<file path="config.mk">
export PLATFORM = sky130hd
export DESIGN_NAME = instr_fetch_unit_flat
export DESIGN_NICKNAME = d
export VERILOG_FILES = /design/src/rtl/fetch_pkg.sv /design/src/rtl/fetch_if.sv /design/src/rtl/fetch_fifo.sv /design/src/rtl/instr_fetch_unit.sv /design/src/flat_wrapper.sv
export SDC_FILE = /design/constraint.sdc
export NUM_CORES = 1
export LEC_CHECK = 0
export CAP_MARGIN = 10
export CORE_UTILIZATION = 56
export CTS_CLUSTER_SIZE = 10
export DETAILED_ROUTE_END_ITERATION = 7
export PLACE_DENSITY = 0.82
export SYNTH_ARGS = -nofsm -noshare
export SYNTH_HDL_FRONTEND = slang
export SYNTH_HIERARCHICAL = 1
export SYNTH_SLANG_ARGS = --single-unit
</file>
<file path="constraint.sdc">
create_clock -name clk -period 6.4 [get_ports clk]
set_input_delay 1.28 -clock clk [delete_from_list [all_inputs] [get_ports clk]]
set_output_delay 1.28 -clock clk [all_outputs]
set_load 0.01 [all_outputs]
</file>
<file path="src/rtl/fetch_pkg.sv">
// Shared widths, reset default and the buffered-instruction record for the
// instruction fetch unit.
package fetch_pkg;

    localparam int ADDR_W = 16;
    localparam int XLEN   = 32;

    localparam logic [ADDR_W-1:0] DEFAULT_RESET_PC = 16'h0000;
    localparam logic [ADDR_W-1:0] PC_STEP          = 16'd4;

    typedef struct packed {
        logic [ADDR_W-1:0] pc;
        logic [XLEN-1:0]   word;
    } fetch_entry_t;

    function automatic logic [ADDR_W-1:0] word_align(input logic [ADDR_W-1:0] addr);
        return addr & ~ADDR_W'(3);
    endfunction

endpackage

</file>
<file path="src/rtl/fetch_if.sv">
// Fetch unit bus bundle: ROM read port, instruction stream and redirect request.
interface fetch_if;
    import fetch_pkg::*;

    logic              rom_ce;
    logic [ADDR_W-1:0] rom_addr;
    logic [XLEN-1:0]   rom_dout;

    logic              instr_valid;
    logic              instr_ready;
    logic [XLEN-1:0]   instr;
    logic [ADDR_W-1:0] instr_pc;

    logic              redirect_valid;
    logic [ADDR_W-1:0] redirect_pc;

    modport master (
        output rom_ce, rom_addr,
        input  rom_dout,
        output instr_valid, instr, instr_pc,
        input  instr_ready,
        input  redirect_valid, redirect_pc
    );

    modport slave (
        input  rom_ce, rom_addr,
        output rom_dout,
        input  instr_valid, instr, instr_pc,
        output instr_ready,
        output redirect_valid, redirect_pc
    );

endinterface

</file>
<file path="src/rtl/fetch_fifo.sv">
// Two-entry instruction buffer with push, pop and flush; head is the oldest entry.
module fetch_fifo
    import fetch_pkg::*;
(
    input  logic         clk,
    input  logic         rst,
    input  logic         push,
    input  fetch_entry_t push_data,
    input  logic         pop,
    input  logic         flush,
    output logic [1:0]   count,
    output fetch_entry_t head
);

    fetch_entry_t entry_q [2];
    fetch_entry_t entry_d [2];
    logic         wr_ptr_q, wr_ptr_d;
    logic         rd_ptr_q, rd_ptr_d;
    logic [1:0]   count_q, count_d;

    always_comb begin
        // NOTE: every *_d gets its default first so no path can infer a latch.
        entry_d  = entry_q;
        wr_ptr_d = wr_ptr_q;
        rd_ptr_d = rd_ptr_q;
        count_d  = count_q;
        if (flush) begin
            wr_ptr_d = 1'b0;
            rd_ptr_d = 1'b0;
            count_d  = 2'd0;
        end else begin
            if (push) begin
                entry_d[wr_ptr_q] = push_data;
                wr_ptr_d          = ~wr_ptr_q;
            end
            if (pop) begin
                rd_ptr_d = ~rd_ptr_q;
            end
            count_d = count_q + {1'b0, push} - {1'b0, pop};
        end
    end

    always_ff @(posedge clk or posedge rst) begin
        if (rst) begin
            // NOTE: the two entries are reset as well, so head reads zero during reset.
            entry_q  <= '{default: '0};
            wr_ptr_q <= 1'b0;
            rd_ptr_q <= 1'b0;
            count_q  <= 2'd0;
        end else begin
            // NOTE: non-blocking updates so every flop sees pre-edge values.
            entry_q  <= entry_d;
            wr_ptr_q <= wr_ptr_d;
            rd_ptr_q <= rd_ptr_d;
            count_q  <= count_d;
        end
    end

    assign count = count_q;
    assign head  = entry_q[rd_ptr_q];

endmodule

</file>
<file path="src/rtl/instr_fetch_unit.sv">
// Sequential instruction fetch from a synchronous ROM into a two-entry buffer,
// with redirect (flush + squash) and occupancy-based issue throttling.
module instr_fetch_unit
    import fetch_pkg::*;
#(
    parameter logic [ADDR_W-1:0] RESET_PC   = DEFAULT_RESET_PC,
    parameter int                FIFO_DEPTH = 2
) (
    input  logic clk,
    input  logic rst,
    fetch_if.master bus
);

    localparam logic [2:0] MAX_OCC = 3'(FIFO_DEPTH);

    logic [ADDR_W-1:0] fetch_pc_q, fetch_pc_d;
    logic [ADDR_W-1:0] last_addr_q, last_addr_d;
    logic              inflight_q, inflight_d;

    logic [1:0]        fifo_count;
    fetch_entry_t      fifo_head;
    fetch_entry_t      push_entry;
    logic              instr_valid;
    logic              transfer;
    logic              issue;
    logic              push;
    logic [2:0]        occupancy;

    fetch_fifo u_fifo (
        .clk       (clk),
        .rst       (rst),
        .push      (push),
        .push_data (push_entry),
        .pop       (transfer),
        .flush     (bus.redirect_valid),
        .count     (fifo_count),
        .head      (fifo_head)
    );

    always_comb begin
        instr_valid = (fifo_count != 2'd0) && !bus.redirect_valid;
        transfer    = instr_valid && bus.instr_ready;
        occupancy   = {1'b0, fifo_count} + {2'b00, inflight_q} - {2'b00, transfer};
        // rst gates issue directly so rom_ce is low for the whole asynchronous reset.
        issue       = !rst && !bus.redirect_valid && (occupancy < MAX_OCC);
        // A redirect squashes the word returning this cycle.
        push        = inflight_q && !bus.redirect_valid;

        push_entry.pc   = last_addr_q;
        push_entry.word = bus.rom_dout;

        fetch_pc_d  = fetch_pc_q;
        last_addr_d = last_addr_q;
        inflight_d  = issue;
        if (bus.redirect_valid) begin
            fetch_pc_d = word_align(bus.redirect_pc);
        end else if (issue) begin
            fetch_pc_d  = fetch_pc_q + PC_STEP;
            last_addr_d = fetch_pc_q;
        end
    end

    always_ff @(posedge clk or posedge rst) begin
        if (rst) begin
            fetch_pc_q  <= RESET_PC;
            last_addr_q <= RESET_PC;
            inflight_q  <= 1'b0;
        end else begin
            fetch_pc_q  <= fetch_pc_d;
            last_addr_q <= last_addr_d;
            inflight_q  <= inflight_d;
        end
    end

    // last_addr_q doubles as the pc of the inflight word.
    assign bus.rom_ce      = issue;
    assign bus.rom_addr    = issue ? fetch_pc_q : last_addr_q;
    assign bus.instr_valid = instr_valid;
    assign bus.instr       = fifo_head.word;
    assign bus.instr_pc    = fifo_head.pc;

endmodule

</file>
<file path="src/flat_wrapper.sv">
// flat-port wrapper written by rule: the top's interface ports become plain ports
module instr_fetch_unit_flat import fetch_pkg::*;
#(
    parameter logic [ADDR_W-1:0] RESET_PC   = DEFAULT_RESET_PC,
    parameter int                FIFO_DEPTH = 2
)
  (clk, rst, bus_rom_ce, bus_rom_addr, bus_rom_dout, bus_instr_valid, bus_instr, bus_instr_pc, bus_instr_ready, bus_redirect_valid, bus_redirect_pc);
  fetch_if bus_i ();
  input  logic clk;
  input  logic rst;
  output wire logic [$bits(bus_i.rom_ce)-1:0] bus_rom_ce;
  output wire logic [$bits(bus_i.rom_addr)-1:0] bus_rom_addr;
  input wire logic [$bits(bus_i.rom_dout)-1:0] bus_rom_dout;
  output wire logic [$bits(bus_i.instr_valid)-1:0] bus_instr_valid;
  output wire logic [$bits(bus_i.instr)-1:0] bus_instr;
  output wire logic [$bits(bus_i.instr_pc)-1:0] bus_instr_pc;
  input wire logic [$bits(bus_i.instr_ready)-1:0] bus_instr_ready;
  input wire logic [$bits(bus_i.redirect_valid)-1:0] bus_redirect_valid;
  input wire logic [$bits(bus_i.redirect_pc)-1:0] bus_redirect_pc;
  assign bus_rom_ce = bus_i.rom_ce;
  assign bus_rom_addr = bus_i.rom_addr;
  assign bus_i.rom_dout = bus_rom_dout;
  assign bus_instr_valid = bus_i.instr_valid;
  assign bus_instr = bus_i.instr;
  assign bus_instr_pc = bus_i.instr_pc;
  assign bus_i.instr_ready = bus_instr_ready;
  assign bus_i.redirect_valid = bus_redirect_valid;
  assign bus_i.redirect_pc = bus_redirect_pc;
  instr_fetch_unit #(.RESET_PC(RESET_PC), .FIFO_DEPTH(FIFO_DEPTH)) u_core (.clk(clk), .rst(rst), .bus(bus_i));
endmodule
</file>
==> flow_metrics.py, run 1 <==
metrics = {
    "clock_tree": {
        "numCtsBuffers": 17,
        "cts_buffer_depth": 2,
        "cts.repair.resized": 0,
        "clock_tree.htree_level_count": 4,
        "cts_tree": "built",
        "clock_insertion_delay_worst_skew_ns": 0.51,
        "clk_transition_reported_paths_ns": 0.06,
        "cts_post_setup_buffers_inserted": 0,
        "hold_buffers": 0,
        "clockRootBuffer": "clkbuf_8",
        "cts_sinks": 131,
    },
    "floorplan": {
        "fp.dieArea_um2": 11140,
        "placement_rows": 37,
        "floorplan.io_pins": 118,
        "chipWidth_um": 105.5,
        "floorplan.die.height_um": 105.5,
        "floorplan.initialDensity_pct": 57.88,
        "core-area_um2": 10370,
    },
    "critical_path": {
        "timing.critical_path.slowest_cell_delay_ns": 0.54,
        "worst-endpoint-arrival_ns": 4.53,
        "worst-r2r-setup-slack_ns": 3.38,
        "cp-start-kind": "input port",
        "cp-endpoint": "bus_rom_addr[14]",
        "r2r-end": "u_core/fetch_pc_q[7]",
        "critPathLaunch": "bus_redirect_valid",
        "regToRegStartpoint": "u_core/u_fifo/count[1]",
        "cp_cell_sequence": "clkdlybuf4s50_1, nor2_1, and2_1, ha_1, nand2b_1, fa_1, nor3b_4, nand2_2, inv_2, nand2_1, nand2_1, clkdlybuf4s50_1",
        "timing_worst_setup_path_type": "in -> out",
        "worst-path-max-fanout": 21,
        "cp.required_ns": 5.12,
        "r2r_cells": 11,
        "slowest_stage": "clkdlybuf4s50_1",
        "crit_path_end_kind": "output pin",
    },
    "logic_synthesis": {
        "synth_enable_flop_cells": 0,
        "syn_avg_cell_area_um2": 13.25,
        "mappedNetlistNets": 510,
        "postSynth.asyncResetShare_pct": 100.0,
        "synth-warning-count": 6,
        "syn_inst": 453,
        "netlist_top_cells_area": "dfrtp_1 55%, mux2_2 23%, mux2_1 4.3%",
        "syn-cell-area_um2": 6002,
        "yosys.area.top_type": "dfrtp_1",
        "ys_seq_elements": 131,
        "synth.yosys.seq_area_share_pct": 54.62,
        "ys_dominant_reg_cell": "dfrtp_1",
        "yosys.cell_types.count": 48,
        "synthDominantCellAreaShare_pct": 54.62,
    },
    "pwr": {
        "power.switching_fraction_pct": 27.22,
        "cell_internal_pwr_mw": 2.456,
        "vdd.ir_drop.worst_mv": 0.1951,
        "power.density_cell_area_nw_per_um2": 430.3,
        "power.combinational.fraction_pct": 32.5,
        "netSwitchingPower_mw": 0.9183,
        "clkPwrFrac_pct": 30.2,
        "seq_pwr_share_pct": 37.2,
        "leakage_power_figure_nw": 3.606,
    },
    "sta": {
        "timing_worst_slew_pin_value_ns": 0.7654,
        "clock.fmax_mhz": 172.0,
        "slew_viol_final": 0,
        "finalSetupViolations": 0,
        "setup-tns-final_ns": 0,
        "finalHoldViolations": 0,
        "grt_setup_unrepaired": "false",
        "final_setup_skew_ns": 0.006072,
        "maxSlewHeadroom_pct": 48.97,
        "layout_min_cycle_time_ns": 5.815,
        "timing.final.crit_share_pct": 90.85,
    },
    "routing": {
        "drt-vias-per-instance": 5.531,
        "drt-initial-drc-count": 176,
        "detailed_route_wl_mm": 12.19,
        "drt.antenna.violating_nets": 0,
        "via_count": 3977,
        "post-route-drc-count": 0,
        "firstDrtPassIters": 4,
        "post_drt_wl_per_cell_um": 16.95,
    },
    "placed_design": {
        "place_congestion": 0.8377,
        "buffer_ports.inserted": 115,
        "place_hpwl_mm": 7.839,
    },
    "final_layout": {
        "final_core_utilization_pct": 75.62,
        "ratio_of_cells_with_drive_above_1_in_the_final_layout_pct": 28.64,
        "final_nets": 627,
        "area_growth_syn_to_layout_pct": 30.64,
        "num_antenna_cells": 0,
    },
    "grt": {
        "grt_overflow_total": 0,
        "via_count_of_the_first_global_routing_pass": 4195,
        "wire_length_of_the_first_global_routing_pass_mm": 20.51,
        "antenna_found_initial": 0,
        "pin_count_of_the_biggest_net_entering_global_routing": 54,
        "global_route.usage.total_pct": 23.85,
    },
    "min_path": {
        "min-delay-path-class": "reg -> reg",
        "worstHoldPathCells": 1,
    },
    "run": {
        "number_of_maximum_capacitance_constraint_violations": 0,
    },
    "outcome": {
        "status": "completed",
    },
}
registers in the layout, summed over array words and instances, names as in the netlist:
signal	flops
u_core/fetch_pc_q	14
u_core/inflight_q	1
u_core/last_addr_q	16
u_core/u_fifo/count	2
u_core/u_fifo/entry_q	96
u_core/u_fifo/rd_ptr_q	1
u_core/u_fifo/wr_ptr_q	1
placed cells by master (no fill, tap or decap), drive strengths merged, types with 3 or more instances in the layout:
master         instances
a21oi                  5
a221o                  3
a22oi                  3
and2                   5
and3                   3
and4                   4
buf                    6
bufinv                 5
clkbuf                22
clkdlybuf4s50        115
clkinv                 3
dfrtp                131
ha                     4
inv                   11
mux2                 145
nand2                 55
nand4                  4
nor2                   6
nor2b                  4
nor3b                  4
o21ai                 18
o21bai                 3
xnor2                  4
power groups by stage:
stage | clock [mW] | combinational [mW] | sequential [mW]
2_1_floorplan | 0 | 0.607 | 1.21
3_3_place_gp | 0 | 1.07 | 1.24
3_5_place_dp | 0 | 1.10 | 1.27
4_1_cts | 1.04 | 1.11 | 1.26
5_1_grt | 1.08 | 1.18 | 1.30
6_report | 1.02 | 1.10 | 1.26
synthesized netlist by cell type (2+ instances only):
| cell | n |
|---|---|
| and4_1 | 4 |
| nand4_1 | 4 |
| a21oi_1 | 4 |
| buf_4 | 3 |
| ha_1 | 4 |
| o21ai_1 | 5 |
| and2_1 | 5 |
| buf_8 | 2 |
| nor3b_1 | 2 |
| xnor2_1 | 3 |
| mux2_1 | 23 |
| nand3_1 | 2 |
| buf_6 | 5 |
| o211ai_1 | 2 |
| clkbuf_1 | 3 |
| nor2b_1 | 4 |
| mux2_2 | 121 |
| buf_2 | 10 |
| inv_1 | 10 |
| nor2_1 | 6 |
| o21bai_1 | 3 |
| and3_1 | 3 |
| a221o_1 | 3 |
| dfrtp_1 | 131 |
| nand2_1 | 54 |
| a22oi_1 | 3 |
| o21ai_0 | 13 |
cell families (layout without fill, tap and decap cells):
kind of cell | count (synthesis) | after routing | synth area share, %
XOR/XNOR | 5 | 5 | 1.084
adder cells (fa/ha/maj) | 5 | 5 | 1.167
multiplexers | 145 | 145 | 27.27
flip-flops | 131 | 131 | 54.62
AO/OA/AOI/OAI | 40 | 40 | 4.315
AND/OR/NAND/NOR | 93 | 93 | 8.026
buffers and inverters | 34 | 164 | 3.523
final cells by class:
| class | instances | area, um2 |
|---|---|---|
| Tap cell | 136 | 170.2 |
| Timing Repair Buffer | 121 | 1196 |
| Clock inverter | 10 | 180.2 |
| Multi-Input combinational cell | 288 | 2519 |
| Fill cell | 664 | 2529 |
| Clock buffer | 22 | 452.9 |
| Inverter | 11 | 43.79 |
| Sequential cell | 131 | 3279 |
metal layers:
metal | wire [um] | part of all wire (%) | vias to the layer above | track usage [%]
li1 | - | - | 1834 | -
met1 | 5354 | 44 | 1999 | 30.87
met2 | 6105 | 50 | 128 | 40.04
met3 | 566 | 4.6 | 16 | 4.700
met4 | 158 | 1.3 | 0 | 8.730
met5 | 0 | 0 | - | 0
worst max-delay path, delay by kind of cell:
| kind | cells | cell delay [ns] |
|---|---|---|
| buffers and inverters | 3 | 1.28 |
| adder cells (fa/ha/maj) | 2 | 0.74 |
| AND/OR/NAND/NOR | 7 | 1.23 |
stage by stage:
stage | cells | setup WS, ns | hold WS (ns) | power (mW) | area, um2
6_report | 719 | 0.5854 | 0.4828 | 3.374 | 7841
4_1_cts | 719 | 0.5681 | 0.4884 | 3.404 | 7841
3_5_place_dp | 687 | 0.6149 | 0.4750 | 2.361 | 7208
5_1_grt | 719 | 0.3648 | 0.5035 | 3.564 | 7841
2_1_floorplan | 453 | 1.468 | 0.4541 | 1.813 | 6002
3_3_place_gp | 687 | 0.6537 | 0.4628 | 2.310 | 7208
worst min-delay path by stage:
stage                                   start                   endpoint  slack, ns
floorplan           u_core/u_fifo/entry_q[48]  u_core/u_fifo/entry_q[48]       0.45
global placement    u_core/u_fifo/entry_q[60]  u_core/u_fifo/entry_q[60]       0.46
detailed placement  u_core/u_fifo/entry_q[58]  u_core/u_fifo/entry_q[58]       0.48
CTS                 u_core/u_fifo/entry_q[58]  u_core/u_fifo/entry_q[58]       0.49
global route        u_core/u_fifo/entry_q[60]  u_core/u_fifo/entry_q[60]       0.50
finish              u_core/u_fifo/entry_q[52]  u_core/u_fifo/entry_q[52]       0.48
No activity file was read; power rests on OpenSTA's default activity.
==> run 2: changes to the inputs <==
--- a/config.mk
+++ b/config.mk
@@ -7,7 +7,7 @@
 export LEC_CHECK = 0
 export CAP_MARGIN = 10
 export CORE_UTILIZATION = 56
-export CTS_CLUSTER_SIZE = 10
+export CTS_CLUSTER_SIZE = 30
 export DETAILED_ROUTE_END_ITERATION = 7
 export PLACE_DENSITY = 0.82
 export SYNTH_ARGS = -nofsm -noshare
==> results of run 2 <==
The final DEF is identical to that of run 1; final timing and power are the same.
==> run 3: changes to the inputs <==
--- a/config.mk
+++ b/config.mk
@@ -5,6 +5,7 @@
 export SDC_FILE = /design/constraint.sdc
 export NUM_CORES = 1
 export LEC_CHECK = 0
+export ABC_CLOCK_PERIOD_IN_PS = 6400
 export CAP_MARGIN = 10
 export CORE_UTILIZATION = 56
 export CTS_CLUSTER_SIZE = 30
==> results of run 3 <==
The final DEF is identical to that of run 1; final timing and power are the same.
